[src/rtl/d_hazard_if.sv]
// D-stage hazard interface: decoded D-stage operand/producer info in,
// stall, forwarding selects and the stall counter out.
interface d_hazard_if #(
  parameter int CNT_W = 16
);
  logic             d_valid;
  logic [4:0]       d_rs;
  logic [4:0]       d_rt;
  logic [1:0]       d_tuse_rs;
  logic [1:0]       d_tuse_rt;
  logic [4:0]       d_dst;
  logic [1:0]       d_tnew;
  logic             stall;
  logic [1:0]       fwd_sel_rs;
  logic [1:0]       fwd_sel_rt;
  logic [CNT_W-1:0] stall_count;

  modport master (
    output d_valid, d_rs, d_rt, d_tuse_rs, d_tuse_rt, d_dst, d_tnew,
    input  stall, fwd_sel_rs, fwd_sel_rt, stall_count
  );

  modport slave (
    input  d_valid, d_rs, d_rt, d_tuse_rs, d_tuse_rt, d_dst, d_tnew,
    output stall, fwd_sel_rs, fwd_sel_rt, stall_count
  );
endinterface

[src/rtl/d_hazard_unit.sv]
// D-stage hazard/forwarding controller: shadows E/M/W destination and Tnew,
// derives stall and comparator forwarding selects, counts stall cycles.

module d_hazard_opnd (
  input  logic       valid_i,
  input  logic [4:0] reg_i,
  input  logic [1:0] tuse_i,
  input  logic [4:0] e_dst_i,
  input  logic [1:0] e_tnew_i,
  input  logic [4:0] m_dst_i,
  input  logic [1:0] m_tnew_i,
  input  logic [4:0] w_dst_i,
  output logic       stall_o,
  output logic [1:0] fwd_sel_o
);
  logic rd_en, e_hit, m_hit, w_hit;

  always_comb begin
    rd_en   = valid_i && (reg_i != 5'd0);
    e_hit   = rd_en && (reg_i == e_dst_i);
    m_hit   = rd_en && (reg_i == m_dst_i);
    w_hit   = rd_en && (reg_i == w_dst_i);
    stall_o = (e_hit && (e_tnew_i > tuse_i)) || (m_hit && (m_tnew_i > tuse_i));
    // Youngest match owns the operand; an unready young match blocks older stages.
    fwd_sel_o = 2'd0;
    if (e_hit) begin
      if (e_tnew_i == 2'd0) fwd_sel_o = 2'd1;
    end else if (m_hit) begin
      if (m_tnew_i == 2'd0) fwd_sel_o = 2'd2;
    end else if (w_hit) begin
      fwd_sel_o = 2'd3;
    end
  end
endmodule

module d_hazard_unit #(
  parameter int CNT_W = 16
) (
  input  logic clk,
  input  logic reset,
  d_hazard_if.slave hz
);
  localparam int NUM_OPND = 2;

  logic [4:0]       e_dst_q, e_dst_d, m_dst_q, m_dst_d, w_dst_q, w_dst_d;
  logic [1:0]       e_tnew_q, e_tnew_d, m_tnew_q, m_tnew_d;
  logic [CNT_W-1:0] cnt_q, cnt_d;

  logic [NUM_OPND-1:0][4:0] rd_reg;
  logic [NUM_OPND-1:0][1:0] rd_tuse;
  logic [NUM_OPND-1:0]      opnd_stall;
  logic [NUM_OPND-1:0][1:0] opnd_sel;
  logic                     stall;

  // Lane 0 is rs (comparator A), lane 1 is rt (comparator B).
  assign rd_reg  = {hz.d_rt, hz.d_rs};
  assign rd_tuse = {hz.d_tuse_rt, hz.d_tuse_rs};

  for (genvar g = 0; g < NUM_OPND; g++) begin : g_opnd
    d_hazard_opnd u_opnd (
      .valid_i   (hz.d_valid),
      .reg_i     (rd_reg[g]),
      .tuse_i    (rd_tuse[g]),
      .e_dst_i   (e_dst_q),
      .e_tnew_i  (e_tnew_q),
      .m_dst_i   (m_dst_q),
      .m_tnew_i  (m_tnew_q),
      .w_dst_i   (w_dst_q),
      .stall_o   (opnd_stall[g]),
      .fwd_sel_o (opnd_sel[g])
    );
  end

  assign stall          = |opnd_stall;
  assign hz.stall       = stall;
  assign hz.fwd_sel_rs  = opnd_sel[0];
  assign hz.fwd_sel_rt  = opnd_sel[1];
  assign hz.stall_count = cnt_q;

  always_comb begin
    e_dst_d  = 5'd0;
    e_tnew_d = 2'd0;
    if (hz.d_valid && !stall) begin
      e_dst_d  = hz.d_dst;
      e_tnew_d = hz.d_tnew;
    end
    m_dst_d  = e_dst_q;
    m_tnew_d = (e_tnew_q == 2'd0) ? 2'd0 : e_tnew_q - 2'd1;
    w_dst_d  = m_dst_q;
    cnt_d    = cnt_q;
    if (stall && !(&cnt_q)) cnt_d = cnt_q + 1'b1;
  end

  always_ff @(posedge clk or negedge reset) begin
    if (!reset) begin
      e_dst_q  <= '0;
      e_tnew_q <= '0;
      m_dst_q  <= '0;
      m_tnew_q <= '0;
      w_dst_q  <= '0;
      cnt_q    <= '0;
    end else begin
      e_dst_q  <= e_dst_d;
      e_tnew_q <= e_tnew_d;
      m_dst_q  <= m_dst_d;
      m_tnew_q <= m_tnew_d;
      w_dst_q  <= w_dst_d;
      cnt_q    <= cnt_d;
    end
  end
endmodule

[src/flat_wrapper.sv]
// flat-port wrapper written by rule: the top's interface ports become plain ports
module d_hazard_unit_flat 
#(
  parameter int CNT_W = 16
)
  (clk, reset, hz_d_valid, hz_d_rs, hz_d_rt, hz_d_tuse_rs, hz_d_tuse_rt, hz_d_dst, hz_d_tnew, hz_stall, hz_fwd_sel_rs, hz_fwd_sel_rt, hz_stall_count);
  d_hazard_if #(.CNT_W(CNT_W)) hz_i ();
  input  logic clk;
  input  logic reset;
  input wire logic [$bits(hz_i.d_valid)-1:0] hz_d_valid;
  input wire logic [$bits(hz_i.d_rs)-1:0] hz_d_rs;
  input wire logic [$bits(hz_i.d_rt)-1:0] hz_d_rt;
  input wire logic [$bits(hz_i.d_tuse_rs)-1:0] hz_d_tuse_rs;
  input wire logic [$bits(hz_i.d_tuse_rt)-1:0] hz_d_tuse_rt;
  input wire logic [$bits(hz_i.d_dst)-1:0] hz_d_dst;
  input wire logic [$bits(hz_i.d_tnew)-1:0] hz_d_tnew;
  output wire logic [$bits(hz_i.stall)-1:0] hz_stall;
  output wire logic [$bits(hz_i.fwd_sel_rs)-1:0] hz_fwd_sel_rs;
  output wire logic [$bits(hz_i.fwd_sel_rt)-1:0] hz_fwd_sel_rt;
  output wire logic [$bits(hz_i.stall_count)-1:0] hz_stall_count;
  assign hz_i.d_valid = hz_d_valid;
  assign hz_i.d_rs = hz_d_rs;
  assign hz_i.d_rt = hz_d_rt;
  assign hz_i.d_tuse_rs = hz_d_tuse_rs;
  assign hz_i.d_tuse_rt = hz_d_tuse_rt;
  assign hz_i.d_dst = hz_d_dst;
  assign hz_i.d_tnew = hz_d_tnew;
  assign hz_stall = hz_i.stall;
  assign hz_fwd_sel_rs = hz_i.fwd_sel_rs;
  assign hz_fwd_sel_rt = hz_i.fwd_sel_rt;
  assign hz_stall_count = hz_i.stall_count;
  d_hazard_unit #(.CNT_W(CNT_W)) u_core (.clk(clk), .reset(reset), .hz(hz_i));
endmodule
[config.mk]
export PLATFORM = sky130hd
export DESIGN_NAME = d_hazard_unit_flat
export DESIGN_NICKNAME = d
export VERILOG_FILES = /design/src/rtl/d_hazard_if.sv /design/src/rtl/d_hazard_unit.sv /design/src/flat_wrapper.sv
export SDC_FILE = /design/constraint.sdc
export NUM_CORES = 1
export LEC_CHECK = 0
export BUFFER_PORTS_ARGS = -buffer_cell sky130_fd_sc_hd__buf_2
export CAP_MARGIN = 10
export CELL_PAD_IN_SITES_DETAIL_PLACEMENT = 0
export CELL_PAD_IN_SITES_GLOBAL_PLACEMENT = 1
export CORE_MARGIN = 3
export CORE_UTILIZATION = 25
export DETAILED_ROUTE_END_ITERATION = 6
export GPL_TIMING_DRIVEN = 0
export HOLD_SLACK_MARGIN = 0.15
export PLACE_DENSITY = 0.51
export SLEW_MARGIN = 20
export SYNTH_ARGS = -nofsm -noshare
export SYNTH_HDL_FRONTEND = slang
export SYNTH_HIERARCHICAL = 1
export SYNTH_SLANG_ARGS = --single-unit
[constraint.sdc]
create_clock -name clk -period 2.7 [get_ports clk]
set_input_delay 0.54 -clock clk [delete_from_list [all_inputs] [get_ports clk]]
set_output_delay 0.54 -clock clk [all_outputs]
set_load 0.005 [all_outputs]
==> results.json <==
{
  "fin_skew_ns": 0.00810,
  "path_cells": "ha_1 -> nor2b_1 -> a2bb2oi_2 -> nand3_1 -> a21oi_4 -> nor2_4 -> inv_1 -> buf_2",
  "r2r-start": "u_core/e_tnew_q[1]",
  "setup_viol": 0,
  "cts_max_level": 2,
  "synth-main-ff-cell": "dfrtp_1",
  "yosys_warnings": 6,
  "status": "complete, no violations",
  "ir_drop_mv": 0.164,
  "final_cells": 348,
  "grt_usage_pct": 12.3,
  "fmaxAchievable_mhz": 389,
  "fp.dieArea_um2": 9130,
  "ant_nets": 0,
  "hpwl_mm": 3.81,
  "layout_setup_ws_ns": 0.126,
  "hold_class": "in -> async",
  "stdcell_area_um2": 2530,
  "area_growth_pct": 26.0,
  "grt_max_degree": 36,
  "end_kind": "primary output",
  "hold_buffers": 0,
  "timing.rr.end": "u_core/hz.stall_count[11]",
  "slowest_delay_ns": 0.44,
  "period_minus_slack_ns": 2.57,
  "syn_avg_cell_area_um2": 10.4,
  "synth_edf_count": 0,
  "intPower_uw": 835,
  "die_w_um": 95.6,
  "rows": 32,
  "synth_fp_nets": 226,
  "dpl.cell_count": 339,
  "place_area_um2": 2350,
  "critPathKind": "reg -> out",
  "switching_power_uw": 340,
  "netlist_instances": 193,
  "post-place-ws_ns": -0.247,
  "cts_made_buffers": 5,
  "clkSlewWorstSetupHoldPaths_ns": 0.08,
  "gp_congestion": 0.754,
  "drive_above_1_share_pct": 31.7,
  "ios": 45,
  "avgRoutedWirePerCell_um": 14.8,
  "antenna_cells": 0,
  "crit_end": "hz_stall",
  "leakage_uw": 0.00120,
  "yosysUniqueCellTypes": 33,
  "fin_nets": 278,
  "route.detailed.drc": 0,
  "power_frac_clock_pct": 32.1,
  "grt_overflow": 0,
  "seqPwrFrac_pct": 50.7,
  "crit_start": "u_core/e_tnew_q[1]",
  "critPathLaunchType": "flop",
  "die_h_um": 95.6,
  "initial_core_util_pct": 25.8,
  "cts_max_path_buffers": 2,
  "core_um2": 7770,
  "antenna_found_initial": 0,
  "netlist_area_um2": 2010,
  "p_per_area_nw_per_um2": 465,
  "sw_frac_of_total_pct": 29.0,
  "drtPass1Iterations": 4,
  "r2r_cells": 9,
  "clock_tree.root_cell": "clkbuf_8",
  "seq_area_frac_synth_pct": 43.7,
  "r2r_slack_ns": 0.16,
  "drtIter0Drc": 30,
  "slew-limit-headroom_pct": 45.3,
  "drt-total-wl_mm": 5.14,
  "viasPerCell": 4.51,
  "tightestPinTransition_ns": 0.820,
  "critPathSlowestCell": "dfrtp_2",
  "drv_slew": 0,
  "fillers": 834,
  "grt_pass1_wl_mm": 8.62,
  "grt_pass1_vias": 1677,
  "path_max_fanout": 10,
  "cp.arrival_ns": 2.03,
  "p_comb_share_pct": 17.2,
  "hold_violations": 0,
  "cts_tree": "built",
  "cts.sinks": 35,
  "num_vias": 1568,
  "clk_latency_ns": 0.29,
  "cap_violations": 0,
  "io_buffers": 44,
  "synth-seq-cells": 35,
  "worst_ep_required_time_ns": 2.16,
  "period_share_pct": 95.3,
  "async_flop_share_pct": 100
}
-- how the worst min path moves through the flow --
stage                         to  depth (start not counted)  slack (ns)         startpoint
6_report       u_core/w_dst_q[1]                          1        0.34              reset
5_1_grt        u_core/w_dst_q[2]                          1        0.42              reset
2_1_floorplan  u_core/e_dst_q[0]                          0        0.24              reset
4_1_cts        u_core/w_dst_q[1]                          1        0.38              reset
3_3_place_gp   u_core/w_dst_q[2]                          0        0.42  u_core/m_dst_q[2]
3_5_place_dp   u_core/w_dst_q[2]                          0        0.43  u_core/m_dst_q[2]
-- final cells by class --
type                       count  area [um2]  share of cell area (%)
buffer                         1        11.3                   0.446
clock buffer                   6        72.6                    2.87
clock inverter                 2        12.5                   0.495
inverter                       8        30.0                    1.19
multi-input combinational    149        1170                    46.2
sequential                    35         878                    34.8
tap                          102         128                    5.05
timing repair buffer          45         228                    9.01
-- sequential cells by signal (all words and copies together) (netlist names) --
register and flops:
u_core/m_tnew_q 2, u_core/w_dst_q 5, u_core/e_tnew_q 2, u_core/hz.stall_count 16, u_core/m_dst_q 5, u_core/e_dst_q 5
-- power groups by stage --
stage	sequential, uW	clock, uW	combinational, uW
after CTS	598	401	195
after global placement	607	0	189
final	596	377	202
after global routing	606	420	234
after detailed placement	608	0	192
after floorplan	598	0	109
-- stage by stage --
step	power (uW)	utilization, %	TNS, ns	hold WS (ns)
after floorplan	706	-	0	0.244
after global placement	796	30.3	-0.810	0.425
after detailed placement	801	30.3	-0.790	0.426
after CTS	1190	31.8	0	0.379
after global routing	1260	32.5	-0.00941	0.416
final	1170	32.5	0	0.344
-- cells in the mapped netlist, types with 3 or more instances --
cell type / instances / area share (%)
mux2_2: 3 / 1.7
ha_1: 9 / 5.6
nor3_1: 5 / 1.2
and3_1: 8 / 2.5
a2bb2oi_1: 4 / 1.7
dfrtp_1: 35 / 44
nand3_1: 14 / 3.5
nor2b_1: 5 / 1.6
nand4_1: 6 / 1.9
a21oi_1: 5 / 1.2
and2_1: 3 / 0.94
inv_1: 8 / 1.5
xnor2_1: 16 / 7.0
nand2_1: 13 / 2.4
nor2_1: 10 / 1.9
xor2_1: 24 / 10
-- worst max-delay path, delay by kind of cell, from the launching register on --
kind | cells | cell delay, ns
and+or+nand+nor | 3 | 0.41
adders and majority gates | 1 | 0.31
AOI/OAI and AO/OA | 2 | 0.38
buffers and inverters | 2 | 0.20
DFF | 1 | 0.44
-- logic make-up after synthesis --
logic type               synth area share, %
XOR/XNOR                                17.5
AO/OA/AOI/OAI                           8.05
flip-flops                              43.7
adder cells (fa/ha/maj)                 5.61
buffers and inverters                   2.06
multiplexers                            2.43
AND/OR/NAND/NOR                         20.7
-- repair_timing --
| item | CTS | global route |
|---|---|---|
| endpoints found under the setup margin | 2 | 4 |
| pin swaps | 0 | 2 |
| buffers inserted | 0 | 1 |
| gates resized for setup | 6 | 10 |
-- placed cells by master, fill, tap and decap left out, drive strengths merged, types with 4 or more instances in the layout --
master   count
and3         8
xnor2       16
clkbuf       6
dfrtp       35
nand3       14
a21oi        5
nor2b        5
mux2         4
ha           9
inv          8
nand4        6
nor2        11
a2bb2oi      4
xor2        24
buf         46
nand2       13
nor3         6
-- layer usage --
layer,GRT usage (%),part of all wire (%)
met3,2.84,5.3
met5,0,0
met2,19.9,48
met4,3.91,0.84
met1,16.1,46
No activity file was read; power rests on OpenSTA's default activity.
